==> src/rtl/player_motion.sv <==
// player_motion
//   Per-frame player position controller for the VGA sprite. The walk and
//   jump buttons are synchronized to clk_i and acted on once per frame. The
//   frame tick fires on the first cycle that vCount_i shows FRAME_LINE, which
//   falls in vertical blank. Horizontal motion is clamped to the visible
//   area. A GROUND/RISE/FALL state machine moves the sprite through a
//   symmetric jump arc and lands it exactly on the ground line.
//
// Ports
//   clk_i        in   1   pixel/system clock
//   rst_i        in   1   synchronous reset, active-high
//   vCount_i     in   10  current VGA line from the sync generator
//   btn_left_i   in   1   walk-left button, asynchronous
//   btn_right_i  in   1   walk-right button, asynchronous
//   btn_jump_i   in   1   jump button, asynchronous
//   player_x_o   out  10  sprite left edge, registered
//   player_y_o   out  10  sprite top edge, registered
//   jumping_o    out  1   1 while airborne (RISE or FALL)
//   facing_o     out  1   0 = right, 1 = left; last walked direction
module player_motion #(
  parameter int unsigned SPRITE_WIDTH = 32,
  parameter int unsigned X_MIN        = 144,
  parameter int unsigned X_MAX        = 784,
  parameter int unsigned X_START      = 300,
  parameter int unsigned GROUND_Y     = 362,
  parameter int unsigned WALK_STEP    = 2,
  parameter int unsigned JUMP_STEP    = 4,
  parameter int unsigned JUMP_FRAMES  = 16,
  parameter int unsigned FRAME_LINE   = 490
) (
  input  logic       clk_i,
  input  logic       rst_i,
  input  logic [9:0] vCount_i,
  input  logic       btn_left_i,
  input  logic       btn_right_i,
  input  logic       btn_jump_i,
  output logic [9:0] player_x_o,
  output logic [9:0] player_y_o,
  output logic       jumping_o,
  output logic       facing_o
);

  localparam int unsigned CNT_W = $clog2(JUMP_FRAMES + 1);

  // Edge checks run one bit wider than the position so that stepping past
  // either screen edge can never wrap around and look legal.
  localparam logic [10:0] X_MIN_W   = 11'(X_MIN);
  localparam logic [10:0] X_RIGHT_W = 11'(X_MAX - SPRITE_WIDTH);
  localparam logic [10:0] WALK_W    = 11'(WALK_STEP);
  localparam logic [10:0] JUMP_W    = 11'(JUMP_STEP);
  localparam logic [10:0] GROUND_W  = 11'(GROUND_Y);

  localparam logic [9:0] X_MIN_V    = 10'(X_MIN);
  localparam logic [9:0] X_RIGHT_V  = 10'(X_MAX - SPRITE_WIDTH);
  localparam logic [9:0] X_START_V  = 10'(X_START);
  localparam logic [9:0] GROUND_V   = 10'(GROUND_Y);
  localparam logic [9:0] WALK_V     = 10'(WALK_STEP);
  localparam logic [9:0] JUMP_V     = 10'(JUMP_STEP);
  localparam logic [9:0] FRAME_V    = 10'(FRAME_LINE);

  localparam logic [CNT_W-1:0] CNT_LAST = CNT_W'(JUMP_FRAMES - 1);
  localparam logic [CNT_W-1:0] CNT_ONE  = CNT_W'(1);

  typedef enum logic [1:0] {
    GROUND = 2'd0,
    RISE   = 2'd1,
    FALL   = 2'd2
  } state_e;

  logic [2:0]       btnMeta_q;
  logic [2:0]       btnSync_q;
  logic [9:0]       vCountDly_q;

  state_e           state_q, state_d;
  logic [CNT_W-1:0] cnt_q, cnt_d;
  logic             armed_q, armed_d;
  logic [9:0]       x_q, x_d;
  logic [9:0]       y_q, y_d;
  logic             facing_q, facing_d;
  logic             jumping_q, jumping_d;

  logic             tick;
  logic             leftSync, rightSync, jumpSync;
  logic [10:0]      xWide, yWide, xRight, yDown;

  // Two-flop synchronizers for the buttons (bit order {jump, right, left})
  // and the one-cycle delayed line count used for frame-tick detection.
  always_ff @(posedge clk_i) begin
    if (rst_i) begin
      btnMeta_q   <= 3'b000;
      btnSync_q   <= 3'b000;
      vCountDly_q <= 10'd0;
    end else begin
      btnMeta_q   <= {btn_jump_i, btn_right_i, btn_left_i};
      btnSync_q   <= btnMeta_q;
      vCountDly_q <= vCount_i;
    end
  end

  assign leftSync  = btnSync_q[0];
  assign rightSync = btnSync_q[1];
  assign jumpSync  = btnSync_q[2];

  // Only the first cycle of FRAME_LINE counts, however long vCount parks there.
  assign tick = (vCount_i == FRAME_V) && (vCountDly_q != FRAME_V);

  assign xWide  = {1'b0, x_q};
  assign yWide  = {1'b0, y_q};
  assign xRight = xWide + WALK_W;
  assign yDown  = yWide + JUMP_W;

  // Next-state logic for position, facing and the jump FSM. Everything holds
  // unless this is a frame-tick cycle.
  always_comb begin
    state_d   = state_q;
    cnt_d     = cnt_q;
    armed_d   = armed_q;
    x_d       = x_q;
    y_d       = y_q;
    facing_d  = facing_q;
    jumping_d = jumping_q;

    if (tick) begin
      if (leftSync && !rightSync) begin
        if (xWide < X_MIN_W + WALK_W) begin
          x_d = X_MIN_V;
        end else begin
          x_d = x_q - WALK_V;
        end
        facing_d = 1'b1;
      end else if (rightSync && !leftSync) begin
        if (xRight > X_RIGHT_W) begin
          x_d = X_RIGHT_V;
        end else begin
          x_d = x_q + WALK_V;
        end
        facing_d = 1'b0;
      end

      // A released button re-arms in any state; a press only launches from
      // the ground, so holding the button yields a single jump.
      if (!jumpSync) begin
        armed_d = 1'b1;
      end

      case (state_q)
        GROUND: begin
          if (jumpSync && armed_q) begin
            state_d = RISE;
            cnt_d   = '0;
            armed_d = 1'b0;
          end
        end
        RISE: begin
          y_d   = y_q - JUMP_V;
          cnt_d = cnt_q + CNT_ONE;
          if (cnt_q == CNT_LAST) begin
            state_d = FALL;
          end
        end
        FALL: begin
          if (yDown >= GROUND_W) begin
            y_d     = GROUND_V;
            state_d = GROUND;
          end else begin
            y_d = y_q + JUMP_V;
          end
        end
        default: begin
          state_d = GROUND;
          y_d     = GROUND_V;
        end
      endcase

      jumping_d = (state_d != GROUND);
    end
  end

  // Motion state registers; a reset mid-jump drops the sprite on the ground.
  always_ff @(posedge clk_i) begin
    if (rst_i) begin
      state_q   <= GROUND;
      cnt_q     <= '0;
      armed_q   <= 1'b1;
      x_q       <= X_START_V;
      y_q       <= GROUND_V;
      facing_q  <= 1'b0;
      jumping_q <= 1'b0;
    end else begin
      state_q   <= state_d;
      cnt_q     <= cnt_d;
      armed_q   <= armed_d;
      x_q       <= x_d;
      y_q       <= y_d;
      facing_q  <= facing_d;
      jumping_q <= jumping_d;
    end
  end

  assign player_x_o = x_q;
  assign player_y_o = y_q;
  assign jumping_o  = jumping_q;
  assign facing_o   = facing_q;

endmodule

==> config.mk <==
export PLATFORM = sky130hd
export DESIGN_NAME = player_motion
export DESIGN_NICKNAME = d
export VERILOG_FILES = /design/src/rtl/player_motion.sv
export SDC_FILE = /design/constraint.sdc
export NUM_CORES = 1
export LEC_CHECK = 0
export CAP_MARGIN = 20
export CORE_MARGIN = 3
export CORE_UTILIZATION = 40
export DETAILED_ROUTE_END_ITERATION = 10
export GPL_TIMING_DRIVEN = 0
export PLACE_DENSITY = 0.68
export SETUP_SLACK_MARGIN = 0.4
export SLEW_MARGIN = 20
export SYNTH_ARGS = -nofsm -noshare
export SYNTH_HDL_FRONTEND = slang
export SYNTH_SLANG_ARGS = --single-unit
==> constraint.sdc <==
create_clock -name clk_i -period 3.4 [get_ports clk_i]
set_clock_uncertainty 0.1 [all_clocks]
set_input_delay 0.68 -clock clk_i [delete_from_list [all_inputs] [get_ports clk_i]]
set_output_delay 0.68 -clock clk_i [all_outputs]
set_load 0.1 [all_outputs]
Word level (Yosys, flattened, before mapping)
Cells that the tools add are included.
{"block": "classes", "n_addsub": 7, "n_lt_le_gt_ge": 3, "muxes": 18, "bitwise_logic": 1, "n_reduce_logical": 13, "eq_ne": 6}
{"cell": "10-bit 2-to-1 mux", "n": 5}
{"cell": "10-bit case mux with 3 select lines", "n": 1}
{"cell": "10-bit by 2-bit adder with 11-bit output, second input constant", "n": 1}
{"cell": "10-bit by 3-bit adder with 11-bit output, second input constant", "n": 1}
{"cell": "11-bit by 9-bit >= comparator with 1-bit output, second input constant", "n": 1}
{"cell": "11-bit by 10-bit greater-than comparator with 1-bit output, second input constant", "n": 1}
{"cell": "10-bit by 2-bit adder with 10-bit output, second input constant", "n": 1}
{"cell": "10-bit by 3-bit adder with 10-bit output, second input constant", "n": 1}
{"cell": "10-bit by 9-bit equality test with 1-bit output, second input constant", "n": 1}
{"cell": "10-bit by 8-bit less-than comparator with 1-bit output, second input constant", "n": 1}
{"cell": "10-bit by 9-bit inequality test with 1-bit output, second input constant", "n": 1}
{"cell": "5-bit case mux with 2 select lines", "n": 1}
{"cell": "10-bit by 2-bit subtractor with 10-bit output, second input constant", "n": 1}
{"cell": "10-bit by 3-bit subtractor with 10-bit output, second input constant", "n": 1}
{"cell": "2-bit 2-to-1 mux", "n": 4}
{"cell": "2-bit case mux with 3 select lines", "n": 1}
{"cell": "2-bit nonzero test", "n": 3}
{"cell": "5-bit by 1-bit adder with 5-bit output, second input constant", "n": 1}
{"cell": "5-bit by 4-bit equality test with 1-bit output, second input constant", "n": 1}
{"cell": "1-bit 2-to-1 mux", "n": 5}
{"cell": "5-bit 2-to-1 mux", "n": 1}
{"cell": "1-bit logical AND", "n": 4}
{"cell": "2-bit AND reduction", "n": 2}
{"cell": "3-bit AND reduction", "n": 1}
{"cell": "other kinds (6)", "n": 7}
{"block": "totals", "ff_bits": 46, "word_cells": 58}

Depth between registers and ports, before layout
{"block": "depth", "depth_word": 6, "depth_mapped": 8, "mapped_depth_nobuf": 8}

Least setup slack after synthesis
No wires, ideal clock.
{"block": "synth_path", "kind": "register -> register", "startpoint": "reg y_q[2] (netlist: player_y_o[2])", "endpoint": "reg y_q[1] (netlist: player_y_o[1])", "arrival_time_ns": 2.994, "path_stages_with_launch": 9, "setup_time_ns": 0.121, "path_slack_ns": 0.185, "cell_sequence": "dfxtp_1 > ha_1 > clkbuf_1 > nand4_1 > o21a_1 > a2bb2oi_1 > a211oi_1 > nor2_1 > a211o_1"}
{"block": "synth_between", "elab_chain_cells": 4}
{"item": "from (decl)", "line": "78", "rtl": "logic [9:0] y_q, y_d;"}
{"item": "from (signal assigned)", "line": "194", "rtl": "y_q <= y_d;"}
{"item": "10-bit by 3-bit adder with 11-bit output", "line": "110", "rtl": "assign yDown = yWide + JUMP_W;"}
{"item": "11-bit by 9-bit >= comparator with 1-bit output", "line": "162", "rtl": "if (yDown >= GROUND_W) begin"}
{"item": "10-bit 2-to-1 mux", "line": "162"}
{"item": "10-bit case mux with 3 select lines", "line": "146", "rtl": "case (state_q)"}
No other way between the ends.
A chain may end at the register's enable or synchronous reset.

Worst setup path after layout
{"block": "layout_path", "startpoint": "in vCount_i[0]", "endpoint": "reg x_q[9] (netlist: player_x_o[9])"}
{"block": "layout_between", "elab_chain_cells": 3}
{"item": "from (decl)", "line": "33", "rtl": "input logic [9:0] vCount_i,"}
{"item": "10-bit by 9-bit equality test with 1-bit output", "line": "105", "rtl": "assign tick = (vCount_i == FRAME_V) && (vCountDly_q != FRAME_V);"}
{"item": "1-bit logical AND", "line": "105"}
{"item": "2-bit AND reduction (no source line)"}
{"item": "to (signal assigned)", "line": "185", "rtl": "x_q <= X_START_V;"}
{"item": "to (signal assigned)", "line": "193", "rtl": "x_q <= x_d;"}
{"item": "to (decl)", "line": "77", "rtl": "logic [9:0] x_q, x_d;"}
No other way between the ends.

==> flow_summary.ini <==
[grt]
grtUsageMet1_pct = 24.3
grt_first_pass_wirelength_mm = 12.9
use_met3_pct = 4.00
grt_pass1_vias = 2711
grt_max_degree = 14
grt_use_total_pct = 18.8
busiest_layer = met2
antenna_found_initial = 0
grt_overflow_total = 0
gr-usage-met2_pct = 31.5

[worst_setup_path]
critical_path.cell_chain = dlygate4sd2_1 -> or4b_1 -> or3_4 -> or3_4 -> buf_6 -> or4_1 -> a21oi_1
cp.arrival_ns = 3.03
path_buf_inv = 2
rr_endpoint = player_y_o[5]
critPathTopFamily = simple AND/OR/NAND/NOR gates
cpMostUsedCell = or3_4
startpoint_type = input port
worst_path_largest_cell_delay_ns = 0.51
required_ns = 3.53
slowest_stage = or4b_1
path_max_fanout = 5
crit_type = in2reg
cp.depth = 7
r2r_cells = 8
r2r_start = state_q[0]
rrSetupSlack_ns = 0.65
worstSetupEndpointType = flop

[cells_and_area]
fin_area_mm2 = 0.00345
multiInputGateArea_mm2 = 0.00185
drive_gt1_share_pct = 6.70
regArea_um2 = 883
fin_nets = 444
syn2layout_area_growth_pct = 20.1
final_cells = 514
antenna_cells = 0
fillers = 685

[floorplan]
row_count = 30
core_area_mm2 = 0.00687
io-pin-count = 37
dieWidth_um = 90.8
start_util_pct = 41.9
fp.dieH_um = 90.8
die-area_mm2 = 0.00824

[detailed_routing]
antenna_left = 0
via_per_inst = 5.86
wl_mm = 7.77
avgRoutedWirePerCell_um = 15.1
drc = 0
first_iter_violations = 194
dr.pass1.iters = 5
num_vias = 3010

[power]
power_uw = 1020
peakVddDrop_mv = 0.169
leakage_uw = 0.00119
power.density_mw_per_mm2 = 296

[place]
hpwl_mm = 5.59
place.gp.congestion = 0.884
dp_slack_ns = -0.00960
io_buffers = 33
dp_cells = 505
place_area_mm2 = 0.00333

[synth]
syn-cell-area_mm2 = 0.00288
synth.area.top_cells = dfxtp_1, ha_1, nor2b_1, a21oi_1, nand2_1
synthMuxAreaShare_pct = 2.26
async_reset_ff_share_pct = 0
netlist.area_leader.share_pct = 30.6
yosysMostFrequentCell = dfxtp_1
ys_seq_area_share_pct = 30.6
yosysWarnings = 0
synth_top_family_by_area = simple AND/OR/NAND/NOR gates
synth_edf_count = 0
yosysUniqueCellTypes = 64
synthCells = 375
avgSynthCellArea_um2 = 7.67
synthAdderAreaFrac_pct = 5.22
synthXorXnorAreaFrac_pct = 2.13
synth-seq-cells = 44
synthSimpleGateAreaFrac_pct = 30.5
synthTopCellsByCount = dfxtp_1, nand2_1, nor2_1, a21oi_1
synth_ff_type = dfxtp_1
yosys.area.top_type = dfxtp_1
synth_compound_area_share_pct = 23.4

[clock_network]
cts_hold_buf = 0
clock_latency_ns = 0.30
clk_pin_slew_ns = 0.08
clock_path_buffers = 2
clkSinkCount = 44
clock-root-buffer = clkbuf_8
cts-buffers-inserted = 5
cts_tree = done
cts.htree.levels = 2

[timing]
fmax_mhz = 345
final.period_utilization_pct = 85.2
tightest_slew_ns = 0.974
post-route-min-period_ns = 2.90
slew_violations = 0
fin_hold_ws_ns = 0.347
postLayoutSetupSlackWorst_ns = 0.502
slew-limit-headroom_pct = 34.9
hold_viol_final = 0
setup-violations-final = 0
rsz0062_at_grt = no

[run_status]
status = finished clean

[min_path]
min_to = btnSync_q[0]
holdPathStages = 1
min_from = btnMeta_q[0]
min_path_type = reg2reg

[job]
maxCapViolations = 0
how the worst max path moves through the flow:
| stage | end | startpoint |
|---|---|---|
| after global routing | player_y_o[7] | vCount_i[0] |
| after floorplan | player_x_o[4] | player_x_o[2] |
| after CTS | player_y_o[5] | state_q[0] |
| after detailed placement | player_y_o[5] | vCount_i[0] |
| after global placement | player_x_o[8] | vCount_i[0] |
| final | player_x_o[9] | vCount_i[0] |
state kept, by name, summed over array words and instances (netlist names):
name         flops
vCountDly_q     10
jumping_o        1
cnt_q            5
player_x_o       9
btnMeta_q        3
btnSync_q        3
state_q          2
armed_q          1
facing_o         1
player_y_o       9
final cells by class:
type / count / share of cell area, %
clock inverters: 1 / 0.217
clock buffers: 7 / 2.50
repair buffers: 34 / 9.64
inverters: 15 / 1.63
well taps: 96 / 3.48
flip-flops and latches: 44 / 25.6
multi-input cells: 290 / 53.5
plain buffers: 27 / 3.44
placed cells by master (no fill, tap or decap), types with 4 or more instances in the layout:
cell,instances
and3_1,8
a31oi_1,7
nor3_1,12
o21ai_0,22
dlygate4sd2_1,4
dfxtp_1,42
nand3b_1,4
nor2_1,25
o211ai_1,4
or2_2,4
clkdlybuf4s50_1,29
mux2_2,4
nor2b_1,20
clkbuf_1,21
clkbuf_8,6
nand4_1,8
xor2_1,4
inv_1,15
nand2b_1,4
o22ai_1,5
nand3_1,19
a21oi_1,24
ha_1,12
nand2_1,30
per-stage QoR:
stage,util [%],TNS [ns]
after floorplan,-,0
after global placement,48.5,-0.00871
after detailed placement,48.5,-0.00960
after CTS,50.1,0
after global routing,50.3,0
final,50.3,0
power breakdown:
part / internal (µW) / switching (µW) / total [µW]
registers: 529 / 5.22 / 534
logic: 50.9 / 97.6 / 149
clock network: 165 / 176 / 341
logic make-up (layout without fill, tap and decap cells):
kind of cell / after synthesis / count (layout)
adder cells (fa/ha/maj): 12 / 12
XOR/XNOR: 7 / 7
multiplexers: 6 / 6
other: 1 / 2
AND/OR/NAND/NOR: 160 / 160
buffers and inverters: 42 / 84
flip-flops: 44 / 44
AO/OA/AOI/OAI: 103 / 103
per-layer routing:
layer | vias up | wire length [µm]
met4 | 0 | 140
met5 | - | 0
met2 | 139 | 3700
met3 | 23 | 592
met1 | 1404 | 3330
li1 | 1444 | -
what timing repair did:
| action | in CTS | in global routing |
|---|---|---|
| pin swaps | 2 | 0 |
| buffers inserted | 1 | 0 |
| resized for setup | 8 | 4 |
| hold endpoints to repair | 0 | 0 |
| endpoints found under the setup margin | 8 | 9 |
No activity file was read; power rests on OpenSTA's default activity.
